### src/rtl/mage_pkg.sv
// Shared types and default geometry for the MAGE scratchpad port.
package mage_pkg;

    localparam int unsigned DEF_N_AGE              = 4;
    localparam int unsigned N_BANKS_PER_STREAM     = 4;
    localparam int unsigned DEF_NBIT_ADDR          = 10;
    localparam int unsigned DEF_DATA_W             = 32;
    localparam int unsigned DEF_NBIT_CNT           = 16;
    localparam int unsigned LOG_N_BANKS_PER_STREAM = $clog2(N_BANKS_PER_STREAM);

    // One AGE request as issued by MAGE for a stream.
    typedef struct packed {
        logic                          valid;
        logic                          lns;
        logic [DEF_NBIT_ADDR-1:0]      addr;
        logic [N_BANKS_PER_STREAM-1:0] bank;
        logic [DEF_DATA_W-1:0]         wdata;
    } spm_req_t;

endpackage

### src/rtl/mage_spm_bank_arb.sv
// Fixed-priority arbiter for one bank: lowest AGE index wins, all others lose.
module mage_spm_bank_arb
    import mage_pkg::*;
#(
    parameter int unsigned N_AGE = DEF_N_AGE
) (
    input  logic [N_AGE-1:0] req_i,
    output logic [N_AGE-1:0] gnt_c_o,
    output logic [N_AGE-1:0] lose_c_o
);

    logic found;

    always_comb begin
        gnt_c_o = '0;
        found   = 1'b0;
        for (int unsigned a = 0; a < N_AGE; a++) begin
            if (req_i[a] && !found) begin
                gnt_c_o[a] = 1'b1;
                found      = 1'b1;
            end
        end
        lose_c_o = req_i & ~gnt_c_o;
    end

endmodule

### src/rtl/mage_spm_port.sv
// Bank-side responder for one MAGE stream: decode, per-bank arbitration,
// SRAM drive, fixed-latency load return, sticky status and access counters.
module mage_spm_port
    import mage_pkg::*;
#(
    parameter int unsigned N_AGE     = DEF_N_AGE,
    parameter int unsigned N_BANKS   = N_BANKS_PER_STREAM,
    parameter int unsigned NBIT_ADDR = DEF_NBIT_ADDR,
    parameter int unsigned DATA_W    = DEF_DATA_W,
    parameter int unsigned NBIT_CNT  = DEF_NBIT_CNT
) (
    input  logic                           clk_i,
    input  logic                           rst_n_i,
    input  logic                           clear_i,
    input  logic [N_AGE-1:0]               age_valid_i,
    input  logic [N_AGE-1:0]               age_lns_i,
    input  logic [N_AGE*NBIT_ADDR-1:0]     age_addr_i,
    input  logic [N_AGE*N_BANKS-1:0]       age_bank_i,
    input  logic [N_AGE*DATA_W-1:0]        age_wdata_i,
    output logic [N_BANKS-1:0]             bank_req_o,
    output logic [N_BANKS-1:0]             bank_we_o,
    output logic [N_BANKS*NBIT_ADDR-1:0]   bank_addr_o,
    output logic [N_BANKS*DATA_W-1:0]      bank_wdata_o,
    input  logic [N_BANKS*DATA_W-1:0]      bank_rdata_i,
    output logic [N_AGE*DATA_W-1:0]        age_rdata_o,
    output logic [N_AGE-1:0]               age_rvalid_o,
    output logic                           conflict_o,
    output logic [N_AGE-1:0]               conflict_age_o,
    output logic                           onehot_err_o,
    output logic [NBIT_CNT-1:0]            n_loads_o,
    output logic [NBIT_CNT-1:0]            n_stores_o
);

    localparam int unsigned LOG_NB = (N_BANKS > 1) ? $clog2(N_BANKS) : 1;
    localparam int unsigned POP_W  = $clog2(N_AGE + 1);
    localparam int unsigned SUM_W  = NBIT_CNT + 1;

    logic [N_AGE-1:0]          legal_c, illegal_c, age_gnt_c, lose_c;
    logic [N_AGE-1:0]          bank_reqv_c [N_BANKS];
    logic [N_AGE-1:0]          bank_gnt_c  [N_BANKS];
    logic [N_AGE-1:0]          bank_lose_c [N_BANKS];
    logic [N_AGE*LOG_NB-1:0]   tag_bank_d, tag_bank_q;
    logic [N_AGE-1:0]          tag_vld_d, tag_vld_q;
    logic [N_AGE*DATA_W-1:0]   rdata_d, rdata_q;
    logic [N_AGE-1:0]          rvalid_q, conf_age_q;
    logic                      conf_q, err_q;
    logic [NBIT_CNT-1:0]       n_ld_q, n_st_q;
    logic [POP_W-1:0]          n_ld_c, n_st_c;

    function automatic logic [NBIT_CNT-1:0] sat_add(input logic [NBIT_CNT-1:0] c,
                                                    input logic [POP_W-1:0] n);
        logic [SUM_W-1:0] s;
        s = SUM_W'(c) + SUM_W'(n);
        return s[NBIT_CNT] ? '1 : s[NBIT_CNT-1:0];
    endfunction

    // Decode: legality, bank index for the tag, per-bank request vectors.
    always_comb begin
        legal_c    = '0;
        illegal_c  = '0;
        tag_bank_d = '0;
        for (int unsigned a = 0; a < N_AGE; a++) begin
            legal_c[a]   = age_valid_i[a] && $onehot(age_bank_i[a*N_BANKS +: N_BANKS]);
            illegal_c[a] = age_valid_i[a] && !legal_c[a];
            for (int unsigned b = 0; b < N_BANKS; b++) begin
                if (age_bank_i[a*N_BANKS + b]) tag_bank_d[a*LOG_NB +: LOG_NB] = LOG_NB'(b);
            end
        end
        for (int unsigned b = 0; b < N_BANKS; b++) begin
            for (int unsigned a = 0; a < N_AGE; a++) begin
                bank_reqv_c[b][a] = legal_c[a] & age_bank_i[a*N_BANKS + b];
            end
        end
    end

    for (genvar b = 0; b < N_BANKS; b++) begin : g_arb
        mage_spm_bank_arb #(.N_AGE(N_AGE)) u_arb (
            .req_i    (bank_reqv_c[b]),
            .gnt_c_o  (bank_gnt_c[b]),
            .lose_c_o (bank_lose_c[b])
        );
    end

    // Bank drive muxes; ungranted banks stay fully zero.
    always_comb begin
        bank_req_o   = '0;
        bank_we_o    = '0;
        bank_addr_o  = '0;
        bank_wdata_o = '0;
        age_gnt_c    = '0;
        lose_c       = '0;
        for (int unsigned b = 0; b < N_BANKS; b++) begin
            age_gnt_c = age_gnt_c | bank_gnt_c[b];
            lose_c    = lose_c | bank_lose_c[b];
            for (int unsigned a = 0; a < N_AGE; a++) begin
                if (bank_gnt_c[b][a]) begin
                    bank_req_o[b] = 1'b1;
                    bank_we_o[b]  = ~age_lns_i[a];
                    bank_addr_o[b*NBIT_ADDR +: NBIT_ADDR] = age_addr_i[a*NBIT_ADDR +: NBIT_ADDR];
                    bank_wdata_o[b*DATA_W +: DATA_W]      = age_wdata_i[a*DATA_W +: DATA_W];
                end
            end
        end
    end

    // Granted-access popcounts and the load return mux.
    always_comb begin
        n_ld_c    = '0;
        n_st_c    = '0;
        tag_vld_d = age_gnt_c & age_lns_i;
        rdata_d   = rdata_q;
        for (int unsigned a = 0; a < N_AGE; a++) begin
            if (age_gnt_c[a] && age_lns_i[a])  n_ld_c = n_ld_c + POP_W'(1);
            if (age_gnt_c[a] && !age_lns_i[a]) n_st_c = n_st_c + POP_W'(1);
            if (tag_vld_q[a]) begin
                for (int unsigned b = 0; b < N_BANKS; b++) begin
                    if (tag_bank_q[a*LOG_NB +: LOG_NB] == LOG_NB'(b))
                        rdata_d[a*DATA_W +: DATA_W] = bank_rdata_i[b*DATA_W +: DATA_W];
                end
            end
        end
    end

    always_ff @(posedge clk_i or negedge rst_n_i) begin
        if (!rst_n_i) begin
            tag_vld_q  <= '0;
            tag_bank_q <= '0;
            rvalid_q   <= '0;
            rdata_q    <= '0;
            conf_q     <= 1'b0;
            conf_age_q <= '0;
            err_q      <= 1'b0;
            n_ld_q     <= '0;
            n_st_q     <= '0;
        end else begin
            tag_vld_q  <= tag_vld_d;
            tag_bank_q <= tag_bank_d;
            rvalid_q   <= tag_vld_q;
            rdata_q    <= rdata_d;
            // Clear wins over any event in the same cycle.
            if (clear_i) begin
                conf_q     <= 1'b0;
                conf_age_q <= '0;
                err_q      <= 1'b0;
                n_ld_q     <= '0;
                n_st_q     <= '0;
            end else begin
                conf_q     <= conf_q | (|lose_c);
                conf_age_q <= conf_age_q | lose_c;
                err_q      <= err_q | (|illegal_c);
                n_ld_q     <= sat_add(n_ld_q, n_ld_c);
                n_st_q     <= sat_add(n_st_q, n_st_c);
            end
        end
    end

    assign age_rdata_o    = rdata_q;
    assign age_rvalid_o   = rvalid_q;
    assign conflict_o     = conf_q;
    assign conflict_age_o = conf_age_q;
    assign onehot_err_o   = err_q;
    assign n_loads_o      = n_ld_q;
    assign n_stores_o     = n_st_q;

endmodule

### config.mk
export PLATFORM = sky130hd
export DESIGN_NAME = mage_spm_port
export DESIGN_NICKNAME = d
export VERILOG_FILES = /design/src/rtl/mage_pkg.sv /design/src/rtl/mage_spm_bank_arb.sv /design/src/rtl/mage_spm_port.sv
export SDC_FILE = /design/constraint.sdc
export NUM_CORES = 1
export LEC_CHECK = 0
export BUFFER_PORTS_ARGS = -buffer_cell sky130_fd_sc_hd__clkbuf_2
export CORE_AREA = 3 3 258 260
export DETAILED_ROUTE_END_ITERATION = 6
export DIE_AREA = 0 0 261 263
export GPL_ROUTABILITY_DRIVEN = 0
export HOLD_SLACK_MARGIN = 0.02
export MAX_ROUTING_LAYER = met4
export PLACE_DENSITY = 0.52
export RECOVER_POWER = 25
export SETUP_SLACK_MARGIN = 0.05
export SLEW_MARGIN = 5
export SYNTH_ARGS = -nofsm -noshare
export SYNTH_HDL_FRONTEND = slang
export SYNTH_HIERARCHICAL = 1
export SYNTH_SLANG_ARGS = --single-unit
export TNS_END_PERCENT = 1
### constraint.sdc
create_clock -name clk_i -period 3.2 [get_ports clk_i]
set_clock_uncertainty 0.2 [all_clocks]
set_input_delay 0.16 -clock clk_i [delete_from_list [all_inputs] [get_ports clk_i]]
set_output_delay 0.16 -clock clk_i [all_outputs]
set_load 0.02 [all_outputs]
==> results.ini, run 1 <==
[floorplanning]
initial_core_util_pct = 26.3
die_h_um = 263
die_w_um = 261
placementRows = 93
num_io_pins = 669

[global_routing]
antenna_found_initial = 13
grt_usage_pct = 24.3
grt_max_degree = 88
overflow = 0
grt_pass1_wl_um = 125000
grt_pass1_vias = 20100

[sta]
worstEpCategory = sequential cell input
repair-timing-grt-worst-ep = n_loads_o[12]$_DFF_PN0_/D

[synthesis]
yosysWarningCount = 6
synth_xor_area_share_pct = 1.34
syn_avg_cell_area_um2 = 9.08
synth-seq-area-share_pct = 26.9
synth_seq_cells = 182
synth-compound-area-share_pct = 19.0
synth_edf_count = 0
synthesis.area_um2 = 16900
synth.mux.area_fraction_pct = 25.8
ys_types = 58
ys.flop_type = dfrtp_1
async_flop_share_pct = 100
synth_top_family_by_area = multiplexers
synth_cells = 1865
synthAdderAreaFrac_pct = 2.19
syn_nets = 2214
synthSimpleGateAreaFrac_pct = 18.6

[run_status]
tool.error = [ERROR DRT-0255] Maze Route cannot find path of net clk_i in worker of routeBox ( 241500 96600 ) ( 261000 144900 ).
status = aborted with a tool error
lastStage = detailed routing

[clock_network]
htree_levels = 4
clockBufferDepth = 2
root_buffer = clkbuf_16
clock-sinks = 182
cts_inserted_buffers = 17

[placed_design]
place_hpwl_um = 60200
placed_area_um2 = 22000
dp_cells = 3333
portBuffers = 668

[cell usage after synthesis (3+ instances only)]
library cell | instances | share of area (%)
nor4b_2 | 4 | 0.35
mux4_2 | 128 | 17
nor3_1 | 5 | 0.15
and2_1 | 16 | 0.59
a31oi_1 | 4 | 0.15
nor2_1 | 17 | 0.38
a21oi_2 | 11 | 0.57
nor4_1 | 4 | 0.15
o21ai_0 | 133 | 3.9
a211oi_1 | 6 | 0.27
conb_1 | 4 | 0.089
o41a_1 | 3 | 0.20
nor2b_1 | 65 | 2.4
or4_1 | 8 | 0.35
nand2_1 | 308 | 6.8
buf_1 | 20 | 0.44
clkbuf_1 | 112 | 2.5
buf_4 | 8 | 0.35
o31a_1 | 4 | 0.21
o211ai_1 | 4 | 0.18
buf_6 | 15 | 1.0
fa_1 | 6 | 0.71
ha_1 | 20 | 1.5
nor3b_1 | 8 | 0.35
buf_2 | 34 | 1.0
o21a_1 | 7 | 0.31
nand3_1 | 5 | 0.15
xor2_1 | 15 | 0.78
dfrtp_1 | 182 | 27
a21oi_1 | 265 | 7.8
and2_2 | 4 | 0.18
xnor2_1 | 11 | 0.57
inv_1 | 33 | 0.73
and4_1 | 7 | 0.36
or2_2 | 5 | 0.18
mux2_2 | 128 | 8.5
o311ai_0 | 4 | 0.21
a221oi_1 | 47 | 2.4
a41oi_1 | 3 | 0.16
o31ai_1 | 48 | 2.1
nand4_1 | 6 | 0.22
and3_1 | 8 | 0.30
nand3b_1 | 122 | 5.4
[routing by layer]
metal	global-route usage, %
met3	4.99
met1	28.2
met2	40.6
met4	10.7
met5	-
[metrics by stage]
step,util [%],TNS [ps],setup WS (ps)
after CTS,39.4,-124520,-1100
after global routing,40.3,-134930,-1230
after detailed placement,34.2,-208900,-1760
after global placement,34.2,-205350,-1650
after floorplan,-,-76720,-1420
[cells by family after synthesis]
logic type,after synthesis
compound gates,546
other cells,4
mux,260
simple gates,598
fa+ha+maj,26
flops,182
xor+xnor,26
buf+inv,223
[what timing repair did]
action | in CTS | in global routing
endpoints found under the setup margin | 208 | 208
hold buffers | 231 | 0
cloned | 1 | 0
hold endpoints to repair | 315 | 0
resized for setup | 61 | 218
pin swaps | 24 | 44
buffers inserted | 11 | 15
==> run 2, diff against run 1 <==
--- a/config.mk
+++ b/config.mk
@@ -6,15 +6,12 @@
 export NUM_CORES = 1
 export LEC_CHECK = 0
 export BUFFER_PORTS_ARGS = -buffer_cell sky130_fd_sc_hd__clkbuf_2
-export CORE_AREA = 3 3 258 260
+export CORE_AREA = 3 3 257 259
 export DETAILED_ROUTE_END_ITERATION = 6
-export DIE_AREA = 0 0 261 263
+export DIE_AREA = 0 0 260 262
 export GPL_ROUTABILITY_DRIVEN = 0
-export HOLD_SLACK_MARGIN = 0.02
-export MAX_ROUTING_LAYER = met4
-export PLACE_DENSITY = 0.52
+export PLACE_DENSITY_LB_ADDON = 0.15
 export RECOVER_POWER = 25
-export SETUP_SLACK_MARGIN = 0.05
 export SLEW_MARGIN = 5
 export SYNTH_ARGS = -nofsm -noshare
 export SYNTH_HDL_FRONTEND = slang
==> constraint.sdc (replaced) <==
create_clock -name clk_i -period 4.16 [get_ports clk_i]
set_clock_uncertainty 0.2 [all_clocks]
set_input_delay 0.208 -clock clk_i [delete_from_list [all_inputs] [get_ports clk_i]]
set_output_delay 0.208 -clock clk_i [all_outputs]
set_load 0.02 [all_outputs]
==> run 2 against run 1 <==
Net effect:
- the flow now finishes, with violations (capacitance limit, slew limit, setup timing)
- synthesized cell count stayed put
- area after synthesis stayed put
- global-route usage is 0.92 points lower
==> results.ini, run 2 <==
[power]
cellInternalPower_w = 0.00509
pwr-share-comb_pct = 51.2
swShare_pct = 45.2
p_total_w = 0.00928
p_sw_w = 0.00419
leakage_nw = 9.45
power.density_nw_per_um2 = 405
irDropWorstVdd_mv = 0.293
pwr-share-clk_pct = 18.0
pwr-share-seq_pct = 30.8

[global_routing]
grt_usage_pct = 23.4  ; -0.92 points
busiest_layer = met2
grt_pass1_vias = 18200  ; -9.3%
grt_max_degree = 99  ; +13%
use_met3_pct = 5.94  ; +0.94 points
grt_pass1_wl_um = 121000  ; -3.3%
grt_use_met2_pct = 41.0  ; +0.34 points
use_met1_pct = 28.1  ; about the same
overflow = 0  ; unchanged
antenna_found_initial = 14  ; +1

[synthesis]
syn_nets = 2214  ; unchanged
ys.flop_type = dfrtp_1
synth-seq-area-share_pct = 26.9  ; unchanged
synthTopCellsByArea = dfrtp_1 27%, mux4_2 17%, mux2_2 8.5%
synth_cells = 1865  ; unchanged
yosysWarningCount = 6  ; unchanged
syn_avg_cell_area_um2 = 9.08  ; unchanged
synth.most_common_cell = nand2_1
synthesis.area_um2 = 16900  ; unchanged
synth_edf_count = 0  ; unchanged
yosysTopAreaCellShare_pct = 26.9  ; unchanged
synth.top_cells.by_count = 308 x nand2_1, 265 x a21oi_1, 182 x dfrtp_1
ys_types = 58  ; unchanged
synth_seq_cells = 182  ; unchanged
async_flop_share_pct = 100  ; unchanged
synth_top_area_cell = dfrtp_1

[clock_network]
htree_levels = 4  ; unchanged
clock-sinks = 182  ; unchanged
cts_inserted_buffers = 17  ; unchanged
clk_pin_slew_ps = 90
root_buffer = clkbuf_16
clockBufferDepth = 2  ; unchanged
clk_latency_ps = 450
cts_tree = done

[detailed_routing]
wl_per_cell_um = 24.3
wl_um = 82300
drtIter0Drc = 1306
drtAntennaViolNets = 0
viasPerCell = 5.35
drc_errors = 0
firstDrtPassIters = 7
dr_total_vias = 18200

[setup_path]
rr_startpoint = tag_vld_q[3]$_DFF_PN0_
worst-path-max-fanout = 4
crit_path_max_incr_delay_ps = 540
cp.required_ps = 4250
path_common_cell = ha_4
critPathSlowestCell = fa_1
start_kind = primary input
setup.worst_path.end_class = flop
crit_chain = clkbuf_2 > inv_1 > fa_1 > inv_2 > ha_4 > ha_4 > nor2_4 > and3_4 > and2_4 > nor2b_4 > nor4_4 > or2_4 > ha_4 > xor2_4 > ha_2 > nand2_2 > xor2_1 > ha_1 > nor2b_4 > o211ai_1 > xor2_1 > a21oi_2
worstPathArrival_ps = 4320
path_class = primary input to flop
r2r_end = age_rdata_o[117]$_DFFE_PN0P_
r2r_slack_ps = 1030
ff2ff_path_depth = 2

[sta]
worst_slew_pin_slew_ps = 2830
fmax_mhz = 236
period_needed_ps = 4240
hold_viol = 0
slew_headroom_pct = -88.4
setup-violations-final = 21
finalCritPeriodShare_pct = 102
slew_violations = 201
finalSetupTns_ps = -719
layout_setup_ws_ps = -78.5
rsz0062_at_grt = yes

[placed_design]
portBuffers = 668  ; unchanged
placed_area_um2 = 21700  ; -1.4%
place_hpwl_um = 61000  ; +1.4%
dp_cells = 3315  ; -0.54%

[floorplanning]
dieArea_um2 = 68100
die_h_um = 262  ; -0.38%
placementRows = 93  ; unchanged
core-area_um2 = 64100
die_w_um = 260  ; -0.38%
initial_core_util_pct = 26.4  ; +0.096 points
num_io_pins = 669  ; unchanged

[hold_path]
min-delay-start = bank_rdata_i[73]
min_to = age_rdata_o[73]$_DFFE_PN0P_
hold_depth = 3
hp-class = primary input to flop

[cells_and_area]
finalInstanceArea_um2 = 22900
nNetsFinal = 2865
nFillCells = 6691
instances_no_fill = 3393
largest_reg_flops = 128
syn_to_final_growth_pct = 35.5
post-route-util_pct = 35.8
layout_common_cells = 612 x clkbuf_2, 307 x nand2_1, 251 x a21oi_1, 177 x dfrtp_1, 132 x o21ai_0
drive_gt1_share_pct = 45.7
final_common_cell = clkbuf_2

[flow_run]
maxCapViolCount = 4

[run_status]
status = finished, violations left
violations = capacitance limit, slew limit, setup timing

==> run 2: cell counts after synthesis <==
No cell type changed its count.
==> run 2: critical path, delay by kind of cell <==
family	cells	cell delay, ps
xor+xnor	3	520
simple gates	8	1180
buf+inv	3	200
fa+ha+maj	6	1790
compound gates	2	440
==> run 2: cells by family after synthesis <==
family | Yosys count | synth area share [%]
xor+xnor | 26 | 1.34
fa+ha+maj | 26 | 2.19
buf+inv | 223 | 6.04
mux | 260 | 25.8
compound gates | 546 | 19.0
other cells | 4 | 0.0886
simple gates | 598 | 18.6
flops | 182 | 26.9
==> run 2: how the worst max path moves through the flow <==
stage | from | endpoint | slack, ps
final | age_bank_i[5] | n_stores_o[10]$_DFF_PN0_ | -80
after global routing | age_bank_i[5] | n_stores_o[13]$_DFF_PN0_ | -260
after CTS | age_bank_i[3] | n_stores_o[10]$_DFF_PN0_ | -60
after detailed placement | age_bank_i[7] | n_stores_o[13]$_DFF_PN0_ | -970
after global placement | age_bank_i[7] | n_stores_o[13]$_DFF_PN0_ | -890
after floorplan | age_bank_i[3] | n_loads_o[10]$_DFF_PN0_ | -500
==> run 2: what timing repair did <==
item,in CTS,in global routing
hold buffers,18,0
gates resized for setup,48,26
pin swaps,40,25
buffers inserted,11,9
gates cloned,0,0
endpoints found under the hold margin,104,0
setup endpoints to repair,91,147
==> run 2: power by group through the flow <==
stage	logic (W)	clock network (W)	registers, W
5_1_grt	0.00504	0.00178	0.00294
3_3_place_gp	0.00472	0	0.00286
3_5_place_dp	0.00474	0	0.00290
6_report	0.00475	0.00167	0.00286
4_1_cts	0.00482	0.00171	0.00286
2_1_floorplan	0.00194	0	0.00361
==> run 2: per-stage QoR <==
step / setup slack [ps] / hold slack (ps)
3_5_place_dp: -968 / 171
4_1_cts: -57.3 / 6.49
3_3_place_gp: -892 / 169
6_report: -78.5 / 39.7
2_1_floorplan: -504 / -288
5_1_grt: -262 / 25.8
==> run 2: area by class of cell <==
cell class	instances	area, um^2	share of cell area (%)
multi-input combinational	1460	12000	52.1
timing repair buffer	821	4610	20.1
sequential	182	4560	19.9
tap	855	1070	4.66
clock buffer	18	439	1.91
clock inverter	14	151	0.660
inverter	34	135	0.589
antenna	9	22.5	0.0982
==> run 2: metal layers <==
layer | wire (um) | share of wire (%)
met1 | 32700 | 40
met2 | 41300 | 50
met3 | 6180 | 7.5
met4 | 2030 | 2.5
met5 | 82 | 0.10
No activity file was read; power rests on OpenSTA's default activity.
==> run 3, diff against run 2 <==
--- a/config.mk
+++ b/config.mk
@@ -11,7 +11,6 @@
 export DIE_AREA = 0 0 260 262
 export GPL_ROUTABILITY_DRIVEN = 0
 export PLACE_DENSITY_LB_ADDON = 0.15
-export RECOVER_POWER = 25
 export SLEW_MARGIN = 5
 export SYNTH_ARGS = -nofsm -noshare
 export SYNTH_HDL_FRONTEND = slang
==> run 3 against run 2 <==
Net effect:
- the run ends with setup timing left
- count of clock-buffer cells in the layout did not move
- non-clock buffer count is the same
- die area did not move
- register-to-register slack gained 700 ps
- hold slack worse by 3.2 ps
- setup slack improved by 0.97 ps
- fmax hardly changed
- sequential share of layout area fell by 0.075 points
- combinational power grew 1%
- utilization is 0.13 points higher
- final cell count unchanged
- sequential power barely moved
==> results.ini, run 3 (same netlist as run 2, synthesis figures left out) <==
[cells_and_area]
post-route-util_pct = 35.9  ; +0.13 points
finalInstanceArea_um2 = 23000  ; +0.38%
final_common_cell = clkbuf_2
instances_no_fill = 3393  ; unchanged
drive_gt1_share_pct = 47.9  ; +2.2 points
nNetsFinal = 2865  ; unchanged
layout_common_cells = 664 x clkbuf_2, 307 x nand2_1, 251 x a21oi_1, 177 x dfrtp_1, 132 x o21ai_0
syn_to_final_growth_pct = 36.0
largest_reg_flops = 128  ; unchanged

[hold_path]
hp-class = primary input to flop
hold_depth = 3  ; unchanged
min-delay-start = bank_rdata_i[73]
min_to = age_rdata_o[73]$_DFFE_PN0P_

[floorplanning]
placementRows = 93  ; unchanged
core-area_um2 = 64100  ; unchanged
die_w_um = 260  ; unchanged
die_h_um = 262  ; unchanged
dieArea_um2 = 68100  ; unchanged
initial_core_util_pct = 26.4  ; unchanged
num_io_pins = 669  ; unchanged

[clock_network]
clk_pin_slew_ps = 90  ; about the same
htree_levels = 4  ; unchanged
clk_latency_ps = 450  ; about the same
cts_tree = done
clock-sinks = 182  ; unchanged
clockBufferDepth = 2  ; unchanged
cts_inserted_buffers = 17  ; unchanged
root_buffer = clkbuf_16

[flow_run]
maxCapViolCount = 0  ; -4

[global_routing]
antenna_found_initial = 14  ; unchanged
overflow = 0  ; unchanged
grt_usage_pct = 23.4  ; unchanged
grt_pass1_wl_um = 121000  ; unchanged
grt_pass1_vias = 18200  ; unchanged
grt_max_degree = 99  ; unchanged

[sta]
setup-violations-final = 22  ; +4.8%
rsz0062_at_grt = yes
worst_slew_pin_slew_ps = 1170  ; -1650 ps
period_needed_ps = 4240  ; -0.969 ps
slew_headroom_pct = 21.7  ; +110 points
finalCritPeriodShare_pct = 102  ; about the same
slew_violations = 0  ; -100%
layout_setup_ws_ps = -77.6  ; +0.969 ps
hold_viol = 0  ; unchanged
fmax_mhz = 236  ; about the same

[setup_path]
crit_path_max_incr_delay_ps = 540  ; about the same
start_kind = primary input
setup.worst_path.end_class = flop
rr_startpoint = tag_bank_q[3]$_DFF_PN0_
r2r_end = age_rdata_o[43]$_DFFE_PN0P_
path_common_cell = ha_4
crit_chain = clkbuf_2 > inv_1 > fa_1 > inv_2 > ha_4 > ha_4 > nor2_4 > and3_4 > and2_4 > nor2b_4 > nor4_4 > or2_4 > ha_4 > xor2_4 > ha_2 > nand2_2 > xor2_1 > ha_1 > nor2b_4 > o211ai_1 > xor2_1 > a21oi_2
path_class = primary input to flop
cp.required_ps = 4250  ; about the same
critPathBufInv = 3  ; unchanged
ff2ff_path_depth = 3  ; +1
critical-path-top-delay-family = adder cells
critPathSlowestCell = fa_1
r2r_slack_ps = 1730  ; +700 ps
worst-path-max-fanout = 4  ; unchanged
worstPathArrival_ps = 4330  ; about the same

[placed_design]
place_hpwl_um = 61000  ; unchanged
dp_cells = 3315  ; unchanged
portBuffers = 668  ; unchanged
placed_area_um2 = 21700  ; unchanged

[power]
pwr-share-clk_pct = 17.9  ; about the same
p_total_w = 0.00933  ; +0.54%
cellInternalPower_w = 0.00514  ; +1.0%
power.density_nw_per_um2 = 405  ; +0.16%
swShare_pct = 44.9  ; -0.27 points
pwr-share-seq_pct = 30.6  ; -0.2 points
leakage_nw = 9.62  ; +1.9%
p_sw_w = 0.00419  ; about the same
irDropWorstVdd_mv = 0.296  ; +1.0%
pwr-share-comb_pct = 51.4  ; +0.2 points

[detailed_routing]
firstDrtPassIters = 5  ; -2
viasPerCell = 5.34  ; -0.23%
dr_total_vias = 18100  ; -0.23%
wl_um = 82400  ; about the same
drtIter0Drc = 1254  ; -4.0%
drtAntennaViolNets = 0  ; unchanged
wl_per_cell_um = 24.3  ; about the same
drc_errors = 0  ; unchanged

[run_status]
status = finished, violations left
violations = setup timing

-- run 3: cell types whose count changed in the layout (fill, tap and decap cells not counted) --
cell / before / now
buf_4: 111 / 115
clkbuf_1: 56 / 0
clkbuf_2: 612 / 664
clkbuf_4: 1 / 0
clkbuf_8: 4 / 5
-- run 3: worst min-delay path: stages --
cell      delay (ps)
clkbuf_2         100
mux4_2           220
mux2_2           130
-- run 3: metal layers --
| layer | wire (um) | track usage (%) | up-vias |
|---|---|---|---|
| met5 | 82 | 0 | - |
| met4 | 2080 | 7.29 | 12 |
| met3 | 6270 | 5.94 | 102 |
| met2 | 41300 | 41.0 | 721 |
| met1 | 32600 | 28.1 | 9045 |
| li1 | - | - | 8230 |
-- run 3: how the worst max path moves through the flow --
stage                  start                       end  slack, ps  depth (start not counted)
2_1_floorplan  age_bank_i[3]   n_loads_o[10]$_DFF_PN0_       -500                         23
3_3_place_gp   age_bank_i[7]  n_stores_o[13]$_DFF_PN0_       -890                         24
3_5_place_dp   age_bank_i[7]  n_stores_o[13]$_DFF_PN0_       -970                         24
4_1_cts        age_bank_i[3]  n_stores_o[10]$_DFF_PN0_        -60                         23
5_1_grt        age_bank_i[5]  n_stores_o[13]$_DFF_PN0_       -260                         23
6_report       age_bank_i[5]  n_stores_o[10]$_DFF_PN0_        -80                         22
-- run 3: cell type report --
class	instances	area, um^2
Fill cell	6649	41100
Multi-Input combinational cell	1460	12000
Timing Repair Buffer	821	4700
Sequential cell	182	4560
Tap cell	855	1070
Clock buffer	18	439
Clock inverter	14	151
Inverter	34	135
Antenna cell	9	22.5
-- run 3: timing repair --
| action | in CTS | in global routing |
|---|---|---|
| hold buffers | 18 | 0 |
| resized for setup | 48 | 26 |
| pin swaps | 40 | 25 |
| buffers inserted | 11 | 9 |
| hold endpoints to repair | 104 | 0 |
| endpoints found under the setup margin | 91 | 147 |
-- run 3: per-stage QoR --
| stage | hold slack (ps) | TNS [ps] | setup WS [ps] |
|---|---|---|---|
| final | 36.6 | -715 | -77.6 |
| after detailed placement | 171 | -30640 | -968 |
| after global routing | 25.5 | -9930 | -262 |
| after CTS | 6.49 | -432 | -57.3 |
| after floorplan | -288 | -14440 | -504 |
| after global placement | 169 | -27960 | -892 |
-- run 3: power by group through the flow --
stage | Clock [W] | Sequential (W) | Combinational [W]
2_1_floorplan | 0 | 0.00361 | 0.00194
3_3_place_gp | 0 | 0.00286 | 0.00472
3_5_place_dp | 0 | 0.00290 | 0.00474
4_1_cts | 0.00171 | 0.00286 | 0.00482
5_1_grt | 0.00178 | 0.00294 | 0.00509
6_report | 0.00167 | 0.00286 | 0.00480
